===== src/rtl/uart_pkg.sv =====
// ---------------------------------------------------------------------------
// uart_pkg
//   Shared definitions for the FPGA<->ESP8266 UART link stages.
//   Provides the default frame geometry, the receiver/transmitter state
//   encoding and a helper that sizes counters from their terminal count.
// ---------------------------------------------------------------------------
package uart_pkg;

  // Default frame geometry: 8 data bits, 16 oversample ticks per bit.
  localparam int UART_DATA_WIDTH = 8;
  localparam int UART_OVERSAMPLE = 16;

  // State encoding, shared with the transmitter so traces read the same.
  localparam logic [1:0] UART_IDLE  = 2'd0;
  localparam logic [1:0] UART_START = 2'd1;
  localparam logic [1:0] UART_DATA  = 2'd2;
  localparam logic [1:0] UART_STOP  = 2'd3;

  typedef enum logic [1:0] {
    ST_IDLE  = UART_IDLE,
    ST_START = UART_START,
    ST_DATA  = UART_DATA,
    ST_STOP  = UART_STOP
  } uart_state_e;

  // Width of a counter that must hold the values 0..n-1 (never below 1 bit).
  function automatic int cnt_width(input int n);
    if (n <= 2) begin
      return 1;
    end
    return $clog2(n);
  endfunction

endpackage


===== src/rtl/uart_rx_sync.sv =====
// ---------------------------------------------------------------------------
// uart_rx_sync
//   Brings the asynchronous serial line into the clk domain and detects the
//   falling edge that marks a possible start bit.
//   Ports:
//     clk    in   system clock
//     rst_n  in   asynchronous active-low reset; all flops reset to 1 so a
//                 released reset never looks like a start edge
//     rx_in  in   raw serial line, idle high
//     rx_s   out  synchronised line (two flops after rx_in)
//     fall_s out  one-cycle pulse when rx_s goes 1 -> 0
// ---------------------------------------------------------------------------
module uart_rx_sync
  import uart_pkg::*;
(
  input  logic clk,
  input  logic rst_n,
  input  logic rx_in,
  output logic rx_s,
  output logic fall_s
);

  // Stages 0 and 1 form the synchroniser; stage 2 is the previous value of
  // the synchronised line, used only for edge detection.
  localparam int STAGES = 3;

  logic [STAGES-1:0] chain_reg;

  generate
    for (genvar gi = 0; gi < STAGES; gi++) begin : g_chain
      if (gi == 0) begin : g_first
        always_ff @(posedge clk or negedge rst_n) begin
          if (!rst_n) begin
            chain_reg[gi] <= 1'b1;
          end else begin
            chain_reg[gi] <= rx_in;
          end
        end
      end else begin : g_rest
        always_ff @(posedge clk or negedge rst_n) begin
          if (!rst_n) begin
            chain_reg[gi] <= 1'b1;
          end else begin
            chain_reg[gi] <= chain_reg[gi-1];
          end
        end
      end
    end
  endgenerate

  assign rx_s   = chain_reg[1];
  assign fall_s = chain_reg[2] & ~chain_reg[1];

endmodule


===== src/rtl/uart_receiver.sv =====
// ---------------------------------------------------------------------------
// uart_receiver
//   Receive side of the FPGA<->ESP8266 UART link. Oversamples the serial line
//   with the baud generator's tick enable, deserialises 8N1-style frames
//   (LSB first) and hands each word over with a valid/ack handshake.
//   Parameters:
//     DATA_WIDTH  data bits per frame (5..9)
//     OVERSAMPLE  ticks per bit period (even, >= 8)
//   Ports:
//     CLK          in   system clock
//     RST          in   asynchronous active-low reset
//     BCLK         in   oversample tick, one CLK wide, OVERSAMPLE x baud
//     RX_IN        in   serial line, idle high, asynchronous to CLK
//     rx_ack       in   consumer took rx_data; clears rx_valid
//     rx_data      out  last accepted word, stable while rx_valid=1
//     rx_valid     out  word available, held until rx_ack
//     rx_busy      out  frame in progress
//     frame_error  out  one-cycle pulse: stop bit sampled low
//     rx_overrun   out  one-cycle pulse: word completed while rx_valid=1
// ---------------------------------------------------------------------------
module uart_receiver
  import uart_pkg::*;
#(
  parameter int DATA_WIDTH = UART_DATA_WIDTH,
  parameter int OVERSAMPLE = UART_OVERSAMPLE
) (
  input  logic                  CLK,
  input  logic                  RST,
  input  logic                  BCLK,
  input  logic                  RX_IN,
  input  logic                  rx_ack,
  output logic [DATA_WIDTH-1:0] rx_data,
  output logic                  rx_valid,
  output logic                  rx_busy,
  output logic                  frame_error,
  output logic                  rx_overrun
);

  localparam int TW = cnt_width(OVERSAMPLE);
  localparam int BW = cnt_width(DATA_WIDTH);

  // START samples half a bit after the edge; DATA and STOP then sample one
  // full bit period apart, which lands each sample mid-bit.
  localparam logic [TW-1:0] TICK_HALF = TW'(OVERSAMPLE / 2 - 1);
  localparam logic [TW-1:0] TICK_FULL = TW'(OVERSAMPLE - 1);
  localparam logic [BW-1:0] BIT_LAST  = BW'(DATA_WIDTH - 1);

  // ---------------------------------------------------------------------
  // Input synchroniser and start-edge detect
  // ---------------------------------------------------------------------
  logic rx_s;
  logic fall_s;

  uart_rx_sync u_sync (
    .clk    (CLK),
    .rst_n  (RST),
    .rx_in  (RX_IN),
    .rx_s   (rx_s),
    .fall_s (fall_s)
  );

  // ---------------------------------------------------------------------
  // Frame FSM, counters and shift register
  // ---------------------------------------------------------------------
  uart_state_e           state_reg,    state_next;
  logic [TW-1:0]         tick_cnt_reg, tick_cnt_next;
  logic [BW-1:0]         bit_cnt_reg,  bit_cnt_next;
  logic [DATA_WIDTH-1:0] shift_reg,    shift_next;
  logic                  stop_ok;
  logic                  stop_bad;

  always_ff @(posedge CLK or negedge RST) begin
    if (!RST) begin
      state_reg    <= ST_IDLE;
      tick_cnt_reg <= '0;
      bit_cnt_reg  <= '0;
      shift_reg    <= '0;
    end else begin
      state_reg    <= state_next;
      tick_cnt_reg <= tick_cnt_next;
      bit_cnt_reg  <= bit_cnt_next;
      shift_reg    <= shift_next;
    end
  end

  always_comb begin
    state_next    = state_reg;
    tick_cnt_next = tick_cnt_reg;
    bit_cnt_next  = bit_cnt_reg;
    shift_next    = shift_reg;
    stop_ok       = 1'b0;
    stop_bad      = 1'b0;

    case (state_reg)
      ST_IDLE: begin
        // The edge detector only fires on a 1->0 transition, so a line
        // held low after a break cannot restart a frame until it has gone
        // high again.
        if (fall_s) begin
          state_next    = ST_START;
          tick_cnt_next = '0;
        end
      end

      ST_START: begin
        if (BCLK) begin
          if (tick_cnt_reg == TICK_HALF) begin
            if (rx_s) begin
              // Line back high mid start bit: treat as a glitch, silently.
              state_next = ST_IDLE;
            end else begin
              state_next    = ST_DATA;
              tick_cnt_next = '0;
              bit_cnt_next  = '0;
            end
          end else begin
            tick_cnt_next = tick_cnt_reg + 1'b1;
          end
        end
      end

      ST_DATA: begin
        if (BCLK) begin
          if (tick_cnt_reg == TICK_FULL) begin
            // LSB arrives first: shift in at the top so that after
            // DATA_WIDTH samples the first bit sits at bit 0.
            shift_next    = {rx_s, shift_reg[DATA_WIDTH-1:1]};
            tick_cnt_next = '0;
            if (bit_cnt_reg == BIT_LAST) begin
              state_next = ST_STOP;
            end else begin
              bit_cnt_next = bit_cnt_reg + 1'b1;
            end
          end else begin
            tick_cnt_next = tick_cnt_reg + 1'b1;
          end
        end
      end

      ST_STOP: begin
        if (BCLK) begin
          if (tick_cnt_reg == TICK_FULL) begin
            // Leave at mid stop bit so a back-to-back start edge that
            // follows a short stop bit is not missed.
            state_next    = ST_IDLE;
            tick_cnt_next = '0;
            if (rx_s) begin
              stop_ok = 1'b1;
            end else begin
              stop_bad = 1'b1;
            end
          end else begin
            tick_cnt_next = tick_cnt_reg + 1'b1;
          end
        end
      end

      default: begin
        state_next    = ST_IDLE;
        tick_cnt_next = '0;
      end
    endcase
  end

  // ---------------------------------------------------------------------
  // Output handshake
  // ---------------------------------------------------------------------
  logic [DATA_WIDTH-1:0] rx_data_reg,     rx_data_next;
  logic                  rx_valid_reg,    rx_valid_next;
  logic                  frame_error_reg, frame_error_next;
  logic                  rx_overrun_reg,  rx_overrun_next;

  always_comb begin
    rx_data_next     = rx_data_reg;
    rx_valid_next    = rx_valid_reg;
    frame_error_next = stop_bad;
    rx_overrun_next  = 1'b0;

    if (stop_ok) begin
      // An ack arriving together with a new word frees the holding
      // register in the same cycle, so the new word takes its place.
      if (!rx_valid_reg || rx_ack) begin
        rx_data_next  = shift_reg;
        rx_valid_next = 1'b1;
      end else begin
        rx_overrun_next = 1'b1;
      end
    end else if (rx_ack) begin
      rx_valid_next = 1'b0;
    end
  end

  always_ff @(posedge CLK or negedge RST) begin
    if (!RST) begin
      rx_data_reg     <= '0;
      rx_valid_reg    <= 1'b0;
      frame_error_reg <= 1'b0;
      rx_overrun_reg  <= 1'b0;
    end else begin
      rx_data_reg     <= rx_data_next;
      rx_valid_reg    <= rx_valid_next;
      frame_error_reg <= frame_error_next;
      rx_overrun_reg  <= rx_overrun_next;
    end
  end

  assign rx_data     = rx_data_reg;
  assign rx_valid    = rx_valid_reg;
  assign frame_error = frame_error_reg;
  assign rx_overrun  = rx_overrun_reg;
  assign rx_busy     = (state_reg != ST_IDLE);

endmodule


===== config.mk =====
export PLATFORM = sky130hd
export DESIGN_NAME = uart_receiver
export DESIGN_NICKNAME = d
export VERILOG_FILES = /design/src/rtl/uart_pkg.sv /design/src/rtl/uart_rx_sync.sv /design/src/rtl/uart_receiver.sv
export SDC_FILE = /design/constraint.sdc
export NUM_CORES = 1
export LEC_CHECK = 0
export CORE_MARGIN = 3
export CORE_UTILIZATION = 53
export DETAILED_ROUTE_END_ITERATION = 7
export GPL_TIMING_DRIVEN = 1
export PLACE_DENSITY_LB_ADDON = 0.2
export SETUP_SLACK_MARGIN = 0.02
export SYNTH_ARGS = -nofsm -noshare
export SYNTH_HDL_FRONTEND = slang
export SYNTH_SLANG_ARGS = --single-unit
export TNS_END_PERCENT = 20

===== constraint.sdc =====
create_clock -name CLK -period 2.1 [get_ports CLK]
set_input_delay 0.42 -clock CLK [delete_from_list [all_inputs] [get_ports CLK]]
set_output_delay 0.42 -clock CLK [all_outputs]
set_load 0.02 [all_outputs]

; ---- Word level (Yosys, flattened, before mapping)
; Index checks and enable logic that the tools add are counted.
[word_totals]
reg_bits = 31
latch_bits = 0
ramBits = 0
rom_bits = 0
inputBits = 5
out_inout_bits = 12
wordCells = 84
mem_count = 0
[op_classes]
add_sub_neg = 2
n_mul = 0
div = 0
order_cmp = 0
n_eq_ne = 19
shifts = 0
n_mux = 37
n_bitwise = 2
reduce_logical = 13
[op_table]
columns = operator, n
row1 = $mux W4, 6
row2 = $ne A2 B2 Y1 const B, 10
row3 = $mux W2, 9
row4 = $mux W3, 6
row5 = $mux W1, 13
row6 = $pmux W4 S3, 1
row7 = $pmux W2 S4, 1
row8 = $reduce_and A8 Y1, 1
row9 = $reduce_and A7 Y1, 1
row10 = $pmux W3 S2, 1
row11 = $reduce_bool A2 Y1, 3
row12 = $add A4 B1 Y4 const B, 1
row13 = $eq A2 B2 Y1 const B, 2
row14 = $eq A4 B3 Y1 const B, 1
row15 = $eq A4 B4 Y1 const B, 1
row16 = $ne A2 B1 Y1 const B, 2
row17 = $reduce_and A2 Y1, 2
row18 = $reduce_and A4 Y1, 1
row19 = $add A3 B1 Y3 const B, 1
row20 = $eq A3 B3 Y1 const B, 1
row21 = $ne A3 B3 Y1 const B, 1
row22 = $reduce_and A3 Y1, 1
row23 = $eq A2 B1 Y1 const B, 1
row24 = $logic_not A2 Y1, 1
row25 = 5 further kinds, 5

; ---- Logic depth before layout (Yosys ltp)
[logic_depth]
depth_word = 6
mapped_depth = 6
ltp_nobuf = 5

; ---- Cells and area by module
; A second synthesis with hierarchy kept.
[unflattened]
cells_unflattened = 109
hier_area_um2 = 1467.7
[by_module_without_submodules]
columns = module, instances, cells_each, area_each_um2, seq_area_each_um2
row1 = uart_receiver, 1, 105, 1375.1, 700.7
row2 = uart_rx_sync, 1, 4, 92.6, 78.8

; ---- Worst setup path after synthesis
; Ideal clock, no wire load.
[synth_path]
path_type = register to register
startpoint = register bit_cnt_reg[0]
endpoint = register bit_cnt_reg[0]
setup_time_ps = 128
arrival_ps = 1646
t_required_ps = 1972
setup_slack_ps = 327
path_stages_with_launch = 6
n_path_buf = 0
period_less_slack_ps = 1773
cell_sequence = dfrtp_1 -> ha_1 -> ha_1 -> o32a_1 -> a211oi_4 -> mux2_1
[synth_via]
elab_chain_len = 5
word_cells_on_any_way = 8
cone_classes = add/sub: 1 / eq/ne: 2 / mux: 4 / reduce/logical: 1
[synth_rtl]
columns = element, line
row1 = "start, declared", uart_receiver.sv:67  ; logic [BW-1:0] bit_cnt_reg, bit_cnt_next;
row2 = "start signal, assigned", uart_receiver.sv:81  ; bit_cnt_reg <= bit_cnt_next;
row3 = $add A3 B1 Y3, uart_receiver.sv:132  ; bit_cnt_next = bit_cnt_reg + 1'b1;
row4 = $mux W3, uart_receiver.sv:129  ; if (bit_cnt_reg == BIT_LAST) begin
row5 = $mux W3, uart_receiver.sv:124  ; if (tick_cnt_reg == TICK_FULL) begin
row6 = $mux W3, uart_receiver.sv:123  ; if (BCLK) begin
row7 = $pmux W3 S2, uart_receiver.sv:94  ; case (state_reg)
; Parallel ways exist; a longest one is shown, timed or not. The select of a mux whose other input is x is not followed.
; A chain may end at the register's enable or synchronous reset.

; ---- Worst setup path in the final report
[layout_path]
startpoint = register bit_cnt_reg[0]
endpoint = register bit_cnt_reg[1]
; The elaborated chain is that of the path after synthesis.

==> key figures <==
Run status
  • Status: complete, no violations

GRT
  • Largest net degree at the start of global routing: 32
  • Vias in the first global route: a little under 900
  • First-pass GRT wire length: about 4000 um
  • Gr usage total: between 10% and 20%
  • Initial antenna violation count: 0
  • Grt total ovfl: 0

Logic synthesis
  • Post-synth top flop: dfrtp_1
  • Async SR Flop Fraction: 100%
  • Most common cell in the synthesized netlist: dfrtp_1
  • Synth Warn #: 0
  • Syn Nets: about 110
  • Mapped Avg Cell Area: around 13 sq um
  • Cells after Synth: roughly 110
  • Yosys top cell by area: dfrtp_1
  • Sequential share of the synthesized area: 57.2%
  • Commonest cells in the netlist: 28 x dfrtp_1, 18 x mux2_2, 7 x nor2_1, 6 x inv_1
  • Cell area after synthesis: 0.00136 sq mm
  • Yosys top cell area share: just over 50%
  • #FFs+latches synth: 31
  • Leading post-synthesis cells by cell area: dfrtp_1 51%, mux2_2 15%, dfstp_2 5.8%
  • EDFF count, synth: 0
  • Yosys cell types: 30

Drt
  • Post-DR vias/cell: 5.52
  • DRT antenna net count: 0
  • First-pass iteration count of the detailed router: 4
  • Drt wl/cell: between 10 and 15 um
  • Starting DRC count in detailed routing: 21
  • WL final: between 2000 and 2500 um
  • Drt drc: 0
  • Via count: around 880

Floorplanning
  • Initial core utilization: between 50% and 60%
  • Die X: ~57 um
  • Cell Rows: 17
  • Core ar.: approximately 0.0023 sq mm
  • Die area: around 0.0032 sq mm
  • Vert. Die Dim: approximately 57 um
  • Top Ports: 17

Clock tree
  • Largest buffer count on any clock path: 2
  • Root Buffer: clkbuf_4
  • Post-CTS Setup Bufs: 0
  • Clock-pin transition on the worst setup and hold timing paths: 90 ps
  • Clock sink count: 31
  • CTS H-tree depth: 2
  • Post_cts resized: 3
  • CTS tree: built
  • Worst-Skew Late Latency: between 300 and 400 ps
  • Cts bufs inserted: 5
  • Hold Buf Count CTS: 0

Setup path
  • Max Fanout on Critical Path: 3
  • Kind of critical path: reg2reg
  • Worst path arrival time: approximately 2100 ps
  • CP cell instances: ha_1 -> ha_1 -> o32a_1 -> a211oi_4 -> mux2_1
  • R2r endpoint: bit_cnt_reg[1]
  • CP Capture Type: flop
  • Worst Path Buf+Inv: 0
  • Worst r2r src: bit_cnt_reg[0]
  • CP peak stage delay: approximately 400 ps
  • CP max-delay cell: dfrtp_1
  • Cell mode on critical path: ha_1
  • Levels on crit path: 5
  • Depth of the most critical reg-to-reg path: 5
  • CP top delay family: compound AO/OA/AOI/OAI gates
  • R2R setup slack: about 200 ps
  • CP Data Required Time: about 2300 ps
  • Critical Path Source Type: flop

STA
  • Clk_skew: about 8.2 ps
  • RSZ-0062 raised after global routing: no
  • Tmin final: 1900 ps
  • Slew Limit Fails: 0
  • Peak Freq: roughly 530 MHz
  • Worst Tran Pin Value: about 440 ps
  • Final setup TNS: 0 ps
  • Fin crit share: 90.7%
  • Max_slew headroom: 70.5%
  • Final setup violation count: 0
  • Final hold violations: 0

Placement
  • DP Area: ~0.0016 sq mm
  • GP Congestion: slightly below 0.9
  • Port Buffers: 16
  • DP HPWL: approximately 1600 um

Cells and area
  • Nets: 138
  • Layout area overhead: 21.8%
  • Inserted Diodes: 0
  • Ratio of cells with drive above 1 in the final layout: between 30% and 40%
  • Design Area, Final: around 0.0017 sq mm
  • Fin util: a little over 70%

Power
  • Leak Pwr: around 0.8 nW
  • Max VDD drop: between 0.0006 and 0.0007 V
  • Pwr Density: 872 mW/mm^2
  • Sw Share: between 20 and 30%
  • Internal power: about 1.1 mW
  • Clock share of power: between 30% and 40%
  • Switch Pwr: 0.396 mW
  • Sequential share of power: between 40% and 50%
  • Comb power frac: 18.1%

Hold path
  • Hold depth: 0
  • Hold_sp: u_sync.chain_reg[0]
  • Hold EP: u_sync.rx_s
  • Worst hold path type: reg2reg

Run
  • Max-Cap Viols: 0
placed cells by master, fill, tap and decap left out, types with 4 or more instances in the layout:
master           instances
clkdlybuf4s50_1         15
mux2_2                  18
nor2_1                   7
dfrtp_1                 26
inv_1                    6
clkbuf_4                 5
buf_4                    4
worst max path at each step:
stage / from / end
global route: tick_cnt_reg[0] / bit_cnt_reg[1]
global placement: BCLK / rx_data[6]
finish: bit_cnt_reg[0] / bit_cnt_reg[1]
detailed placement: BCLK / bit_cnt_reg[1]
floorplan: bit_cnt_reg[0] / bit_cnt_reg[0]
CTS: bit_cnt_reg[0] / bit_cnt_reg[1]
power by group through the flow:
stage          logic, mW  registers (mW)  clock network, mW
2_1_floorplan      0.231           0.679                  0
3_3_place_gp       0.260           0.713                  0
3_5_place_dp       0.270           0.717                  0
4_1_cts            0.264           0.708              0.492
5_1_grt            0.285           0.722              0.525
6_report           0.262           0.710              0.477
logic make-up (layout without fill, tap and decap cells):
logic type,count (synthesis),count (layout),share of synthesized area [%]
flip-flops,31,31,57.2
AND/OR/NAND/NOR,29,29,12.6
multiplexers,21,21,17.3
AO/OA/AOI/OAI,13,13,7.43
buffers and inverters,9,34,2.75
adder cells (fa/ha/maj),3,3,2.75
stage by stage:
| step | hold slack, ps | instances | worst slack (ps) | total power [mW] |
|---|---|---|---|---|
| 2_1_floorplan | 124 | 106 | 327 | 0.909 |
| 3_3_place_gp | 347 | 151 | 22.6 | 0.973 |
| 5_1_grt | 365 | 159 | 90.9 | 1.53 |
| 6_report | 359 | 159 | 196 | 1.45 |
| 3_5_place_dp | 349 | 151 | -18.0 | 0.987 |
| 4_1_cts | 362 | 159 | 162 | 1.46 |
metal layers:
layer	vias to the layer above	GRT usage (%)	wire [um]
met4	0	8.14	42
met2	15	25.2	1070
met3	4	5.75	91
li1	422	-	-
met5	-	0	0
met1	437	20.5	1060
worst reg2reg max path: stages (launching register included):
cell and delay [ps]:
dfrtp_1 410, ha_1 210, ha_1 200, o32a_1 390, a211oi_4 230, mux2_1 360
final cells by class:
cell class	instances	area, sq um
clock buffers	6	51.3
clock inverters	2	35.0
fillers	164	657
inverters	6	22.5
multi-input cells	66	547
flip-flops and latches	31	782
well taps	28	35.0
repair buffers	20	189
Note: power is estimated with default switching activity, not from simulation.
